### src/rtl/gelato_ifetch_unit.sv
// gelato_ifetch_unit: single-outstanding instruction fetch stage between warp scheduler and I-Decode
module gelato_ifetch_unit #(
  parameter int ADDR_WIDTH = 32,
  parameter int DATA_WIDTH = 32,
  parameter int WARP_NUM_WIDTH = 5,
  parameter int SPLIT_NUM_WIDTH = 4
) (
  input  logic                       clk,
  input  logic                       rst_n,
  input  logic                       flush,
  input  logic                       sched_valid,
  output logic                       sched_ready,
  input  logic [ADDR_WIDTH-1:0]      sched_pc,
  input  logic [WARP_NUM_WIDTH-1:0]  sched_warp_num,
  input  logic [SPLIT_NUM_WIDTH-1:0] sched_split_table_num,
  output logic                       icache_req_valid,
  input  logic                       icache_req_ready,
  output logic [ADDR_WIDTH-1:0]      icache_req_addr,
  input  logic                       icache_resp_valid,
  input  logic [DATA_WIDTH-1:0]      icache_resp_data,
  output logic                       idecode_valid,
  input  logic                       idecode_ready,
  output logic [ADDR_WIDTH-1:0]      idecode_pc,
  output logic [WARP_NUM_WIDTH-1:0]  idecode_warp_num,
  output logic [SPLIT_NUM_WIDTH-1:0] idecode_split_table_num,
  output logic [DATA_WIDTH-1:0]      idecode_inst,
  output logic                       idecode_fault
);
  typedef enum logic [2:0] {IDLE, REQ, WAIT, DRAIN, HOLD} state_t;
  state_t state, state_nxt;
  logic accept, misaligned;
  assign misaligned = |sched_pc[1:0];
  assign icache_req_valid = state == REQ;
  assign icache_req_addr = idecode_pc;
  assign idecode_valid = state == HOLD;
  always_comb begin
    sched_ready = rst_n && !flush && (state == IDLE || (state == HOLD && idecode_ready));
    accept = sched_valid && sched_ready;
    state_nxt = state;
    case (state)
      IDLE:    state_nxt = accept ? (misaligned ? HOLD : REQ) : IDLE;
      REQ:     state_nxt = icache_req_ready ? (flush ? DRAIN : WAIT) : (flush ? IDLE : REQ);
      WAIT:    state_nxt = icache_resp_valid ? (flush ? IDLE : HOLD) : (flush ? DRAIN : WAIT);
      DRAIN:   state_nxt = icache_resp_valid ? IDLE : DRAIN;
      HOLD:    state_nxt = flush ? IDLE : accept ? (misaligned ? HOLD : REQ) : idecode_ready ? IDLE : HOLD;
      default: state_nxt = IDLE;
    endcase
  end
  always_ff @(posedge clk or negedge rst_n) begin
    if (!rst_n) begin
      state <= IDLE;
      idecode_pc <= '0;
      idecode_warp_num <= '0;
      idecode_split_table_num <= '0;
      idecode_inst <= '0;
      idecode_fault <= 1'b0;
    end else begin
      state <= state_nxt;
      if (accept) begin
        idecode_pc <= sched_pc;
        idecode_warp_num <= sched_warp_num;
        idecode_split_table_num <= sched_split_table_num;
        idecode_inst <= '0;
        idecode_fault <= misaligned;
      end else if (state == WAIT && icache_resp_valid && !flush) begin
        idecode_inst <= icache_resp_data;
      end
    end
  end
  assert property (@(posedge clk) disable iff (!rst_n) icache_resp_valid |-> (state == WAIT || state == DRAIN));
endmodule

### config.mk
export PLATFORM = sky130hd
export DESIGN_NAME = gelato_ifetch_unit
export DESIGN_NICKNAME = d
export VERILOG_FILES = /design/src/rtl/gelato_ifetch_unit.sv
export SDC_FILE = /design/constraint.sdc
export NUM_CORES = 1
export LEC_CHECK = 0
export CORE_ASPECT_RATIO = 0.5
export CORE_UTILIZATION = 36
export DETAILED_ROUTE_END_ITERATION = 6
export GPL_TIMING_DRIVEN = 0
export PLACE_DENSITY = 0.76
export REMOVE_ABC_BUFFERS = 1
export SLEW_MARGIN = 10
export SYNTH_ARGS = -nofsm -noshare
export SYNTH_HDL_FRONTEND = slang
export SYNTH_SLANG_ARGS = --single-unit
### constraint.sdc
create_clock -name clk -period 1.9 [get_ports clk]
set_input_delay 0.38 -clock clk [delete_from_list [all_inputs] [get_ports clk]]
set_output_delay 0.38 -clock clk [all_outputs]
set_load 0.005 [all_outputs]
==> reports/results.tsv <==
metric	value	unit
clock slew at reported path FFs	0.06	ns
dpl ws	-1.22	ns
Port Buffers	188	
biggest area consumer among synthesized cells	dfrtp_1	
WP data required	2.11	ns
critical path type	reg2reg	
# nets final	545	
Final Cycle Share	97.5	%
overall routing resource usage	20.3	%
relative slew slack	38.9	%
sequential share of the synthesized area	51.6	%
Initial DRC Count	117	
P&R area growth vs syn	62.5	%
top cell type's share of synthesized area	51.6	%
layout cell share with drive strength beyond 1	18.7	%
Max Freq	0.540	GHz
DIE WIDTH	146	um
worst vdd ir	0.497	mV
first-pass GRT wire length	16600	um
leakage	3.01	nW
number of distinct library cells after synthesis	27	
max cap viols	0	
die height	74.0	um
core area	9760	sq um
Worst Skew	0.00750	ns
total power	6.01	mW
most frequent cells in the layout	182 x clkdlybuf4s50_1, 77 x dfrtp_1, 38 x mux2_4	
DRC errors left	0	
Pre-antenna DRT Iters	5	
final hold vios	0	
Via-to-Cell Ratio	4.72	
top post-synthesis cells by area	dfrtp_1 52%, mux2_4 15%, mux2i_1 8.8%	
vias in the first global route	3045	
final core utilization	62.2	%
initial antenna violation count	0	
run status	complete, no violations	
post-layout min period	1.85	ns
setup_tns	0	ns
die area	10800	sq um
antenna cells	0	
largest net degree at the start of global routing	33	
IO Pins	189	
Initial Util	38.3	%
endpoints failing setup	0	
residual overflow from global routing	0	
Final HPWL DP	6760	um
Synth Register Bits	77	
RSZ-0062 raised after global routing	false	
Hold WC Path Type	in2async	
commonest non-fill, non-tap cell in the layout	clkdlybuf4s50_1	
Post-Route WL	11000	um
worst skew pair latency	0.33	ns
synth warn	0	
clock sink count	77	
PD cells	990	nW/um^2
Gate Count Post-Synth	291	
area of the mapped netlist	3730	sq um
CTS buffer count	9	
CTS tree	built	
drt wl/cell	18.2	um
crit end category	register	
final setup margin	0.0472	ns
worst slew pin tran	0.913	ns
CTS H-tree lvls	3	
hold slack	0.140	ns
Antenna Nets Post-Route	0	
Max Buffers Root-to-Sink	2	
CP Data Arrival Time	2.06	ns
Slew Viols, Final	0	
CTS root buffer	clkbuf_16	
CP Launch Type	register	
final RePlAce weighted congestion	0.731	
# rows	25	
Vias	2853	
syn_area_per_cell	12.8	sq um
crit-path max FO	20	
[power breakdown]
part           internal [mW]  switching [mW]
sequential              1.98           0.253
clock                   1.04           0.652
combinational           1.48           0.602
[cell families (layout without fill, tap and decap cells)]
kind of cell | after synthesis | count (layout) | share of synthesized area (%)
buffers and inverters | 85 | 255 | 13.1
AO/OA/AOI/OAI | 38 | 38 | 7.54
XOR/XNOR | 1 | 1 | 0.235
flip-flops | 77 | 77 | 51.6
multiplexers | 74 | 74 | 25.0
AND/OR/NAND/NOR | 16 | 25 | 2.55
[critical path, stage by stage (launching register included)]
cell and delay, ns:
dfrtp_1 0.40, buf_6 0.12, or2_4 0.27, buf_12 0.16, or3_4 0.45, mux2_4 0.32
[layer usage]
metal	global-route usage [%]	vias up	part of all wire [%]
met1	24.4	1448	42
li1	-	1329	-
met5	0	-	0
met3	3.99	17	2.8
met4	6.83	0	1.6
met2	37.5	59	53
[cell type report]
type | instances | area [sq um]
sequential | 77 | 1930
timing repair buffer | 205 | 2100
clock inverter | 5 | 50.0
fill | 768 | 3690
inverter | 34 | 128
clock buffer | 11 | 243
tap | 135 | 169
multi-input combinational | 138 | 1450
[sequential cells by signal, summed over array words and instances (netlist names)]
register and flops:
icache_req_addr 32, idecode_inst 32, idecode_warp_num 5, idecode_split_table_num 4
state 3, idecode_fault 1
[metrics by stage]
| step | cells | cell area, sq um |
|---|---|---|
| after floorplan | 240 | 3370 |
| after global placement | 563 | 5430 |
| after detailed placement | 566 | 5510 |
| after CTS | 603 | 6020 |
| after global routing | 605 | 6070 |
| final | 605 | 6070 |
[worst paths after layout]
path	cells after the start	slack, ns	end	from
worst max-delay path	5	0.05	icache_req_addr[30]	state[0]
worst min-delay path	2	0.14	icache_req_addr[18]	rst_n
worst max register to register	5	0.05	icache_req_addr[30]	state[0]
worst min register to register	1	0.51	idecode_split_table_num[3]	idecode_split_table_num[3]
max in group asynchronous	3	0.48	idecode_inst[21]	rst_n
min in group clk	1	0.51	idecode_split_table_num[3]	idecode_split_table_num[3]
[repair_timing]
| action | 4_1_cts | 5_1_grt |
|---|---|---|
| gates cloned | 8 | 2 |
| endpoints found under the hold margin | 15 | 0 |
| setup buffers | 9 | 0 |
| endpoints found under the setup margin | 64 | 50 |
| gates resized for setup | 20 | 11 |
| hold buffers | 4 | 0 |
| pin swaps | 5 | 4 |
[synthesized netlist by cell type]
cell type,n
and3b_1,1
o32ai_1,1
nor4b_1,1
a2bb2oi_1,1
nand3b_1,1
inv_1,34
o31ai_1,32
buf_4,32
mux2_2,3
a21oi_1,1
or2_1,1
or3_1,1
nor3b_1,1
nor2b_1,2
mux2i_1,33
buf_2,3
and2_1,1
buf_6,6
clkbuf_1,10
xnor2_1,1
nor2_1,3
dfrtp_1,77
nand2b_1,2
mux2_4,38
a211o_1,1
o21ai_0,2
nand2_1,2
No activity file was read; power rests on OpenSTA's default activity.
